--- src/rtl/n_clic_unit_pkg.sv ---
// Shared types and configuration for the nested vectored interrupt controller.
// Optional threshold CSR is enabled by defining N_CLIC_MINTTHRESH_EN.
package n_clic_unit_pkg;

    localparam int VecSize       = 8;
    localparam int PrioWidth     = 3;
    localparam int VecWidth      = 10;
    localparam int IMemAddrWidth = 32;
    localparam int EntryWidth    = PrioWidth + 2;
    localparam int StackDepth    = 1 << PrioWidth;
    localparam int VecIdxWidth   = $clog2(VecSize);

    typedef logic [11:0]              CsrAddrT;
    typedef logic [4:0]               r;
    typedef logic [31:0]              word;
    typedef logic [PrioWidth-1:0]     PrioT;
    typedef logic [IMemAddrWidth-1:0] IMemAddrT;
    typedef logic [VecIdxWidth-1:0]   VecIdxT;

    localparam CsrAddrT VecCsrBase     = 12'hB00;
    localparam CsrAddrT EntryCsrBase   = 12'hB20;
    localparam CsrAddrT MStatusAddr    = 12'h300;
    localparam CsrAddrT MIntThreshAddr = 12'h347;

    typedef enum logic [2:0] {
        CSRRW  = 3'b001,
        CSRRS  = 3'b010,
        CSRRC  = 3'b011,
        CSRRWI = 3'b101,
        CSRRSI = 3'b110,
        CSRRCI = 3'b111
    } csr_op_t;

    typedef enum logic [1:0] {
        PC_NORMAL    = 2'd0,
        PC_INTERRUPT = 2'd1,
        PC_RETURN    = 2'd2
    } pc_interrupt_mux_t;

endpackage

--- src/rtl/n_clic_unit_if.sv ---
// CSR and PC-path signal bundle of the interrupt controller.
// master drives CSR/PC inputs, slave is the controller side.
interface n_clic_unit_if;
    import n_clic_unit_pkg::*;

    logic              csr_enable;
    CsrAddrT           csr_addr;
    r                  rs1_zimm;
    word               rs1_data;
    csr_op_t           csr_op;
    IMemAddrT          pc_in;
    word               csr_out;
    IMemAddrT          int_addr;
    pc_interrupt_mux_t pc_interrupt_sel;
    PrioT              level_out;
    logic              interrupt_out;

    modport master (
        output csr_enable, csr_addr, rs1_zimm, rs1_data, csr_op, pc_in,
        input  csr_out, int_addr, pc_interrupt_sel, level_out, interrupt_out
    );

    modport slave (
        input  csr_enable, csr_addr, rs1_zimm, rs1_data, csr_op, pc_in,
        output csr_out, int_addr, pc_interrupt_sel, level_out, interrupt_out
    );

endinterface

--- src/rtl/n_clic_unit_csr.sv ---
// Generic width-W CSR with RW/RS/RC read-modify-write and a hardware clear mask
// that wins over a same-cycle software write.
module n_clic_csr
    import n_clic_unit_pkg::*;
#(
    parameter int W = 1
) (
    input  logic         clk,
    input  logic         reset,
    input  logic         wr,
    input  csr_op_t      op,
    input  logic [W-1:0] operand,
    input  logic [W-1:0] hw_clr,
    output logic [W-1:0] q
);

    logic [W-1:0] nxt;

    always_comb begin
        nxt = q;
        unique case (op)
            CSRRW, CSRRWI: nxt = operand;
            CSRRS, CSRRSI: nxt = q | operand;
            CSRRC, CSRRCI: nxt = q & ~operand;
            default:       nxt = q;
        endcase
    end

    always_ff @(posedge clk or posedge reset) begin
        if (reset) begin
            q <= '0;
        end else begin
            q <= (wr ? nxt : q) & ~hw_clr;
        end
    end

endmodule

--- src/rtl/n_clic_unit.sv ---
// Nested vectored interrupt controller: priority select, PC override and a
// stack of preempted PCs/levels. Define N_CLIC_MINTTHRESH_EN for the threshold CSR.
module n_clic_unit
    import n_clic_unit_pkg::*;
(
    input  logic         clk,
    input  logic         reset,
    n_clic_unit_if.slave bus
);

    logic [EntryWidth-1:0] ent [VecSize];
    logic [EntryWidth-1:0] ent_clr [VecSize];
    logic [VecWidth-1:0]   vec [VecSize];
    logic                  ent_we [VecSize];
    logic                  vec_we [VecSize];
    logic                  mie;
    logic                  ms_we;
    PrioT                  thresh;
    word                   operand;
    logic                  unused_bits;

    PrioT                  max_prio;
    VecIdxT                max_vec;
    logic                  take_cond;
    logic                  ret;
    logic                  take;

    PrioT                  level;
    logic [PrioWidth:0]    sp;
    PrioT                  top;
    IMemAddrT              stack_pc [StackDepth];
    PrioT                  stack_lvl [StackDepth];

    always_comb begin
        operand = bus.rs1_data;
        if (bus.csr_op inside {CSRRWI, CSRRSI, CSRRCI}) begin
            operand = word'(bus.rs1_zimm);
        end
    end

    assign unused_bits = ^operand[31:VecWidth];
    assign ms_we = bus.csr_enable && (bus.csr_addr == MStatusAddr);

    for (genvar i = 0; i < VecSize; i++) begin : g_vec
        assign ent_we[i] = bus.csr_enable
                        && (bus.csr_addr == EntryCsrBase + CsrAddrT'(i));
        assign vec_we[i] = bus.csr_enable
                        && (bus.csr_addr == VecCsrBase + CsrAddrT'(i));
        // Only the pend bit is cleared by hardware, on the winner's take.
        assign ent_clr[i] = EntryWidth'(take && (max_vec == VecIdxT'(i)));

        n_clic_csr #(.W(EntryWidth)) u_ent (
            .clk     (clk),
            .reset   (reset),
            .wr      (ent_we[i]),
            .op      (bus.csr_op),
            .operand (operand[EntryWidth-1:0]),
            .hw_clr  (ent_clr[i]),
            .q       (ent[i])
        );

        n_clic_csr #(.W(VecWidth)) u_vec (
            .clk     (clk),
            .reset   (reset),
            .wr      (vec_we[i]),
            .op      (bus.csr_op),
            .operand (operand[VecWidth-1:0]),
            .hw_clr  ('0),
            .q       (vec[i])
        );
    end

    n_clic_csr #(.W(1)) u_mstatus (
        .clk     (clk),
        .reset   (reset),
        .wr      (ms_we),
        .op      (bus.csr_op),
        .operand (operand[3]),
        .hw_clr  (1'b0),
        .q       (mie)
    );

`ifdef N_CLIC_MINTTHRESH_EN
    logic thr_we;
    assign thr_we = bus.csr_enable && (bus.csr_addr == MIntThreshAddr);

    n_clic_csr #(.W(PrioWidth)) u_thresh (
        .clk     (clk),
        .reset   (reset),
        .wr      (thr_we),
        .op      (bus.csr_op),
        .operand (operand[PrioWidth-1:0]),
        .hw_clr  ('0),
        .q       (thresh)
    );
`else
    assign thresh = '0;
`endif

    // Strict '>' makes ties resolve to the lowest index.
    always_comb begin
        max_prio = '0;
        max_vec  = '0;
        for (int i = 0; i < VecSize; i++) begin
            if (ent[i][0] && ent[i][1]
                && (ent[i][EntryWidth-1:2] > max_prio)) begin
                max_prio = ent[i][EntryWidth-1:2];
                max_vec  = VecIdxT'(i);
            end
        end
    end

    assign top       = sp[PrioWidth-1:0] - PrioT'(1);
    assign take_cond = mie && (max_prio > level) && (max_prio > thresh);
    assign ret       = (bus.pc_in == '1) && (sp != '0);
    assign take      = take_cond && !ret;

    always_comb begin
        bus.int_addr         = bus.pc_in;
        bus.pc_interrupt_sel = PC_NORMAL;
        bus.interrupt_out    = 1'b0;
        if (ret) begin
            bus.int_addr         = stack_pc[top];
            bus.pc_interrupt_sel = PC_RETURN;
        end else if (take_cond) begin
            bus.int_addr         = IMemAddrT'({vec[max_vec], 2'b00});
            bus.pc_interrupt_sel = PC_INTERRUPT;
            bus.interrupt_out    = 1'b1;
        end
    end

    always_comb begin
        bus.csr_out = '0;
        if (bus.csr_addr == MStatusAddr) begin
            bus.csr_out = word'({mie, 3'b000});
        end
        if (bus.csr_addr == MIntThreshAddr) begin
            bus.csr_out = word'(thresh);
        end
        for (int i = 0; i < VecSize; i++) begin
            if (bus.csr_addr == VecCsrBase + CsrAddrT'(i)) begin
                bus.csr_out = word'(vec[i]);
            end
            if (bus.csr_addr == EntryCsrBase + CsrAddrT'(i)) begin
                bus.csr_out = word'(ent[i]);
            end
        end
    end

    assign bus.level_out = level;

    // Levels strictly rise on every push, so sp never exceeds StackDepth-1.
    always_ff @(posedge clk or posedge reset) begin
        if (reset) begin
            level <= '0;
            sp    <= '0;
            for (int i = 0; i < StackDepth; i++) begin
                stack_pc[i]  <= '0;
                stack_lvl[i] <= '0;
            end
        end else if (ret) begin
            sp    <= sp - 1'b1;
            level <= stack_lvl[top];
        end else if (take) begin
            stack_pc[sp[PrioWidth-1:0]]  <= bus.pc_in;
            stack_lvl[sp[PrioWidth-1:0]] <= level;
            sp    <= sp + 1'b1;
            level <= max_prio;
        end
    end

endmodule

--- src/flat_wrapper.sv ---
// flat-port wrapper written by rule: the top's interface ports become plain ports
module n_clic_unit_flat import n_clic_unit_pkg::*;
  (clk, reset, bus_csr_enable, bus_csr_addr, bus_rs1_zimm, bus_rs1_data, bus_csr_op, bus_pc_in, bus_csr_out, bus_int_addr, bus_pc_interrupt_sel, bus_level_out, bus_interrupt_out);
  n_clic_unit_if bus_i ();
  input  logic clk;
  input  logic reset;
  input wire logic [$bits(bus_i.csr_enable)-1:0] bus_csr_enable;
  input wire logic [$bits(bus_i.csr_addr)-1:0] bus_csr_addr;
  input wire logic [$bits(bus_i.rs1_zimm)-1:0] bus_rs1_zimm;
  input wire logic [$bits(bus_i.rs1_data)-1:0] bus_rs1_data;
  input wire logic [$bits(bus_i.csr_op)-1:0] bus_csr_op;
  input wire logic [$bits(bus_i.pc_in)-1:0] bus_pc_in;
  output wire logic [$bits(bus_i.csr_out)-1:0] bus_csr_out;
  output wire logic [$bits(bus_i.int_addr)-1:0] bus_int_addr;
  output wire logic [$bits(bus_i.pc_interrupt_sel)-1:0] bus_pc_interrupt_sel;
  output wire logic [$bits(bus_i.level_out)-1:0] bus_level_out;
  output wire logic [$bits(bus_i.interrupt_out)-1:0] bus_interrupt_out;
  assign bus_i.csr_enable = bus_csr_enable;
  assign bus_i.csr_addr = bus_csr_addr;
  assign bus_i.rs1_zimm = bus_rs1_zimm;
  assign bus_i.rs1_data = bus_rs1_data;
  assign bus_i.csr_op = bus_csr_op;
  assign bus_i.pc_in = bus_pc_in;
  assign bus_csr_out = bus_i.csr_out;
  assign bus_int_addr = bus_i.int_addr;
  assign bus_pc_interrupt_sel = bus_i.pc_interrupt_sel;
  assign bus_level_out = bus_i.level_out;
  assign bus_interrupt_out = bus_i.interrupt_out;
  n_clic_unit u_core (.clk(clk), .reset(reset), .bus(bus_i));
endmodule
--- config.mk ---
export PLATFORM = sky130hd
export DESIGN_NAME = n_clic_unit_flat
export DESIGN_NICKNAME = d
export VERILOG_FILES = /design/src/rtl/n_clic_unit_pkg.sv /design/src/rtl/n_clic_unit_if.sv /design/src/rtl/n_clic_unit_csr.sv /design/src/rtl/n_clic_unit.sv /design/src/flat_wrapper.sv
export SDC_FILE = /design/constraint.sdc
export NUM_CORES = 1
export LEC_CHECK = 0
export ABC_AREA = 1
export BUFFER_PORTS_ARGS = -buffer_cell sky130_fd_sc_hd__buf_4
export CAP_MARGIN = 20
export CORE_AREA = 2 2 273 275
export CTS_CLUSTER_DIAMETER = 60
export CTS_CLUSTER_SIZE = 16
export DETAILED_ROUTE_END_ITERATION = 7
export DIE_AREA = 0 0 275 277
export MAX_ROUTING_LAYER = met4
export PLACE_DENSITY = 0.5
export SLEW_MARGIN = 5
export SYNTH_ARGS = -nofsm -noshare
export SYNTH_HDL_FRONTEND = slang
export SYNTH_SLANG_ARGS = --single-unit
--- constraint.sdc ---
create_clock -name clk -period 13 [get_ports clk]
set_input_delay 0.65 -clock clk [delete_from_list [all_inputs] [get_ports clk]]
set_output_delay 0.65 -clock clk [all_outputs]
set_load 0.03 [all_outputs]
==> flow_summary.yaml, run 1 <==
die:
  io-pin-count: 157
  dieArea_sq_um: 76200
  fp-row-count: 100
  die_w_um: 275
  initial_core_util_pct: 29.6
  core_sq_um: 73600
  die_h_um: 277
synth:
  synth.ff_latch_count: 408
  avgSynthCellArea_sq_um: 7.91
  postSynthCellCount: 2756
  synthMuxAreaShare_pct: 1.81
  synthAdderAreaFrac_pct: 1.01
  synth_xor_area_share_pct: 0.201
  synth_warnings: 0
  synth_compound_area_share_pct: 21.4
  synth-simple-area-share_pct: 20.7
  synth-edff-count: 0
  synthArstFlopShare_pct: 100
  synth_top_family_by_area: "compound AO/OA/AOI/OAI gates"
  synthDistinctLibCells: 52
  syn_area_sq_um: 21800
  synth_ff_type: "dfrtp_1"
  ys_seq_area_share_pct: 46.9
placement:
  gp_congestion: 0.947
  dpl_cell_area_sq_um: 23300
  io_buffer_count: 112
  dpl.hpwl_mm: 46.4
  placed_cells: 3702
grt:
  grt_pass1_vias: 19071
  grt_pass1_wl_mm: 114
  overflow: 0
  grt_antenna_before_repair: 3
  grt_max_degree: 168
  track_usage_pct: 19.7
sta:
  max_slew_margin_pct: 24.7
  finalCritPeriodShare_pct: 93.1
  slew_viol_final: 0
  finClkSkew_ns: 0.0200
  fmax_ghz: 0.0826
  tns_ns: 0
  hold_viol_final: 0
  rsz0062_at_grt: "no"
  setup_violations: 0
  min_period_ns: 12.10
  worstMarginPinSlew_ns: 1.13
setup_path:
  worstPathRequired_ns: 12.35
  critPathMaxStageDelay_ns: 0.44
  crit_arrival_ns: 11.45
  end_kind: "output port"
  critical-path-slowest-cell: "o21ai_0"
  crit_path_max_fanout: 37
  worstSetupPathType: "reg2out"
  cp-start-kind: "flop"
  cpMostUsedCell: "ha_1"
detailed_routing:
  drt-pass1-iter-count: 6
  avgRoutedWirePerCell_um: 19.4
  antenna_left: 0
  totalWireLength_mm: 73.4
  drcViolationCount: 0
  vias: 19533
  drt_iter0_drc: 1881
  viasPerCell: 5.17
clocking:
  numCtsBuffers: 41
  cts_max_level: 2
  clk_latency_ns: 0.60
  clock_sinks: 408
  cts_tree: "yes"
  clockBufferDepth: 3
  path_clk_slew_ns: 0.07
  cts_setup_buffers: 0
  clockRootBuffer: "clkbuf_16"
hold_path:
  worstHoldPathType: "in2async"
final_layout:
  nFillCells: 7781
  num-nets-final: 2880
  fin_area_sq_um: 24800
  area_growth_pct: 13.7
  drive_above_1_share_pct: 11.5
  multi_input_area_sq_um: 10000
  layout.cells.non_filler: 3779
  seq_area_sq_um: 10200
power:
  vdd_drop_max_mv: 0.0865
  power_leakage_nw: 11.2
  power.density_nw_per_um2: 109
  totalPowerFinal_mw: 2.71
outcome:
  status: "finished clean"
job:
  cap_violations: 0
kinds of logic after synthesis:
family | count (synthesis)
DFF | 408
xor gates and xnor gates | 5
other | 1
buffers and inverters | 405
adders and majority gates | 17
and+or+nand+nor | 1051
AOI/OAI and AO/OA | 834
muxes | 35
layout by cell type (no fill, tap or decap), drive strengths merged, types with 4 or more instances in the layout:
cell,instances
clkinvlp,7
nor2,311
clkinv,15
bufinv,5
nand2,585
a21oi,74
o2111ai,5
o211ai,20
mux2,35
o221ai,9
dfrtp,408
o32ai,72
a211oi,4
clkbuf,45
or2,7
o31ai,6
inv,226
nand3,91
nand4,50
nor4,7
buf,137
conb,22
a22oi,8
ha,16
o21ai,622
stage by stage:
stage          utilization, %  hold slack [ns]  setup WS (ns)
2_1_floorplan               -            0.454          0.999
3_3_place_gp             31.7            0.466           1.75
3_5_place_dp             31.7            0.473           1.48
4_1_cts                  33.6            0.260          0.821
5_1_grt                  33.7            0.286         0.0577
6_report                 33.7            0.231          0.895
path summary, 6_finish.rpt:
kind                                                 start                         end  slack [ns]  cells after the start
worst min-delay path                                 reset        u_core.stack_lvl[11]        0.23                      2
max in group asynchronous                            reset        u_core.stack_pc[201]        9.75                      5
worst max-delay path            u_core.g_vec[0].u_ent.q[0]            bus_int_addr[19]        0.90                     60
min in group clk                            bus_csr_enable  u_core.g_vec[4].u_ent.q[3]        0.40                      3
worst min register to register         u_core.stack_pc[89]         u_core.stack_pc[89]        0.49                      2
worst max register to register  u_core.g_vec[0].u_ent.q[0]        u_core.stack_pc[179]        2.09                     60
state kept, by name, indices dropped and copies added (netlist names):
register	count
u_core.u_mstatus.q	1
u_core.stack_pc	256
u_core.sp	4
u_core.bus.level_out	3
u_core.stack_lvl	24
u_core.g_vec.u_ent.q	40
u_core.g_vec.u_vec.q	80
final cells by class:
| type | instances | area share (%) |
|---|---|---|
| multi-input combinational | 1964 | 40.4 |
| antenna | 3 | 0.0303 |
| sequential | 408 | 41.2 |
| clock inverter | 29 | 1.49 |
| inverter | 224 | 3.44 |
| clock buffer | 45 | 4.33 |
| tap | 969 | 4.90 |
| timing repair buffer | 137 | 4.20 |
layer usage:
layer / GRT usage [%] / wire, um
met4: 5.38 / 1710
met3: 3.16 / 4550
met2: 30.4 / 33500
met5: - / 0
met1: 26.8 / 33600
worst max-delay path, delay by kind of cell, from the launching register on:
kind | cells | cell delay (ns)
AOI/OAI and AO/OA | 11 | 3.02
adders and majority gates | 8 | 2.49
buffers and inverters | 6 | 0.73
DFF | 1 | 0.37
and+or+nand+nor | 35 | 4.24
power by group:
part / switching, mW / internal [mW] / leakage, nW
Clock: 0.579 / 0.716 / 0.684
Combinational: 0.114 / 0.0292 / 4.91
Sequential: 0.000936 / 1.27 / 5.64
cell usage after synthesis (all sizes together) (2+ instances only):
master | n | area, sq um
xor2 | 3 | 26.3
a32oi | 2 | 17.5
o2111ai | 5 | 43.8
a211oi | 4 | 47.5
o22ai | 2 | 12.5
a21oi | 74 | 370
xnor2 | 2 | 17.5
a2bb2oi | 3 | 26.3
buf | 99 | 589
a22oi | 8 | 60.1
a31oi | 2 | 12.5
nand4 | 50 | 424
nand2 | 585 | 2280
nand3 | 91 | 553
dfrtp | 408 | 10200
nor4 | 7 | 43.8
o211ai | 20 | 155
mux2 | 35 | 394
inv | 215 | 807
o221ai | 9 | 78.8
ha | 16 | 200
o32ai | 72 | 631
a221oi | 2 | 17.5
o21ai | 622 | 3120
nor2 | 311 | 1180
or2 | 7 | 43.8
clkinv | 9 | 33.8
o31ai | 6 | 45.0
clkbuf | 82 | 308
what timing repair did:
| item | 4_1_cts | 5_1_grt |
|---|---|---|
| resized for setup | 0 | 1 |
| setup endpoints to repair | 0 | 5 |
| hold buffers | 0 | 0 |
| hold endpoints to repair | 0 | 0 |
Power figures use the tool's default switching activity.
==> inputs of run 2 (changes only) <==
--- a/config.mk
+++ b/config.mk
@@ -13,9 +13,7 @@
 export CTS_CLUSTER_SIZE = 16
 export DETAILED_ROUTE_END_ITERATION = 7
 export DIE_AREA = 0 0 275 277
-export MAX_ROUTING_LAYER = met4
 export PLACE_DENSITY = 0.5
-export SLEW_MARGIN = 5
 export SYNTH_ARGS = -nofsm -noshare
 export SYNTH_HDL_FRONTEND = slang
 export SYNTH_SLANG_ARGS = --single-unit
==> flow_summary.yaml, run 2 (synthesis results as in run 1) <==
detailed_routing:
  drcViolationCount: 0
  vias: 19809
  drt_iter0_drc: 2043
  totalWireLength_mm: 74.0
  viasPerCell: 5.25
  drt-pass1-iter-count: 6
  antenna_left: 0
  avgRoutedWirePerCell_um: 19.6
power:
  p_comb_share_pct: 5.3
  p_sw_share_pct: 24.7
  switchingPower_uw: 679
  p_int_mw: 2.07
  vdd_drop_max_mv: 0.0826
  power_frac_clock_pct: 48.5
  power_leakage_nw: 11.3
  seq_power_share_pct: 46.2
  power.density_nw_per_um2: 111
sta:
  finClkSkew_ns: 0.0277
  max_slew_margin_pct: 22.3
  slew_viol_final: 0
  setup_violations: 0
  setup_ws_ns: 1.02
  fmax_ghz: 0.0835
  rsz0062_at_grt: "no"
  min_period_ns: 11.98
  finalCritPeriodShare_pct: 92.2
  hold_viol_final: 0
  worstMarginPinSlew_ns: 1.16
  holdWs_ns: 0.215
  tns_ns: 0
die:
  io-pin-count: 157
  die_h_um: 277
  core_sq_um: 73600
  fp-row-count: 100
  die_w_um: 275
  dieArea_sq_um: 76200
  initial_core_util_pct: 29.6
final_layout:
  layout.cells.non_filler: 3774
  nFillCells: 7697
  largest_reg_flops: 256
  area_growth_pct: 13.9
  drive_above_1_share_pct: 11.5
  final_cell_mix: "565 x nand2_1, 407 x dfrtp_1, 314 x o21ai_1, 307 x o21ai_0, 305 x nor2_1"
  regMostFlops: "u_core.stack_pc"
  multi_input_area_sq_um: 10000
  seq_area_sq_um: 10200
  num-nets-final: 2881
  final_common_cell: "nand2_1"
  reg_top3: "u_core.stack_pc (256), u_core.g_vec.u_vec.q (80), u_core.g_vec.u_ent.q (40)"
  final_core_util_pct: 33.7
  diodes: 0
setup_path:
  critical_path.top_delay_family: "simple AND/OR/NAND/NOR gates"
  critical-path-slowest-cell: "o21ai_0"
  crit_arrival_ns: 11.33
  critPathMaxStageDelay_ns: 0.38
  cpMostUsedCell: "ha_1"
  crit_buf_inv: 7
  worstPathRequired_ns: 12.35
  cp-start-kind: "flop"
  end_kind: "output port"
  crit_path_max_fanout: 37
  worstSetupPathType: "reg2out"
clocking:
  cts_max_level: 2
  cts_setup_buffers: 0
  clock_sinks: 408
  clockBufferDepth: 3
  cts_tree: "yes"
  clockRootBuffer: "clkbuf_16"
  clk_latency_ns: 0.59
  path_clk_slew_ns: 0.07
  numCtsBuffers: 40
job:
  cap_violations: 0
grt:
  grt_antenna_before_repair: 2
  grt_max_degree: 110
  track_usage_pct: 19.1
  grt_pass1_vias: 18797
  grt_pass1_wl_mm: 113
  overflow: 0
placement:
  pre_cts_ws_ns: 1.57
  placed_cells: 3703
  io_buffer_count: 112
  gp_congestion: 0.943
  dpl.hpwl_mm: 46.5
outcome:
  status: "finished clean"
hold_path:
  worstHoldPathType: "in2async"
==> run 2: changes by cell type in the layout (fill, tap and decap cells not counted), moves of 2 or more <==
| cell | delta |
|---|---|
| clkinvlp_4 | -4 |
| inv_6 | -6 |
| clkbuf_8 | +3 |
| buf_4 | +2 |
| diode_2 | -3 |
| bufinv_16 | +3 |
==> run 2: worst paths after layout <==
kind,from,slack (ns),to,depth (start not counted)
min in group clk,bus_csr_enable,0.42,u_core.g_vec[4].u_ent.q[1],3
max reg2reg,u_core.g_vec[0].u_ent.q[1],2.21,u_core.stack_pc[232],61
min reg2reg,u_core.stack_pc[93],0.49,u_core.stack_pc[93],2
max in group asynchronous,reset,11.01,u_core.stack_pc[238],4
max,u_core.g_vec[0].u_ent.q[1],1.02,bus_int_addr[19],61
min,reset,0.21,u_core.sp[2],2
==> run 2: layout make-up <==
| type | instances | area share, % |
|---|---|---|
| Sequential cell | 408 | 41.2 |
| Multi-Input combinational cell | 1964 | 40.3 |
| Tap cell | 969 | 4.89 |
| Clock buffer | 47 | 4.39 |
| Timing Repair Buffer | 139 | 4.29 |
| Inverter | 224 | 3.43 |
| Clock inverter | 23 | 1.54 |
==> run 2: timing repair <==
item	CTS	global route
hold buffers	0	0
setup endpoints to repair	0	3
hold endpoints to repair	0	0
resized for setup	0	1
==> run 2: power by group through the flow <==
stage | clock, mW | combinational, mW | sequential, mW
3_3_place_gp | 0 | 0.144 | 1.30
2_1_floorplan | 0 | 0.0807 | 1.30
5_1_grt | 1.41 | 0.158 | 1.27
3_5_place_dp | 0 | 0.145 | 1.30
4_1_cts | 1.37 | 0.146 | 1.27
6_report | 1.33 | 0.145 | 1.27
==> run 2: metal layers <==
metal	GRT usage [%]	wire, um	vias up
met3	2.97	5040	132
li1	-	-	9329
met2	30.5	34100	760
met4	5.74	1950	4
met5	0	24	-
met1	26.4	33000	9584
==> run 2: metrics by stage <==
stage | area [sq um] | total power, mW
finish | 24800 | 2.75
global route | 24800 | 2.84
CTS | 24800 | 2.79
detailed placement | 23300 | 1.44
global placement | 23300 | 1.44
floorplan | 21900 | 1.38
==> run 2: worst reg2reg max path, delay by kind of cell, from the launching register on <==
family / cells / cell delay [ns]
AO/OA/AOI/OAI: 11 / 2.59
AND/OR/NAND/NOR: 35 / 4.04
buffers and inverters: 7 / 1.17
adder cells (fa/ha/maj): 8 / 2.50
flip-flops: 1 / 0.37
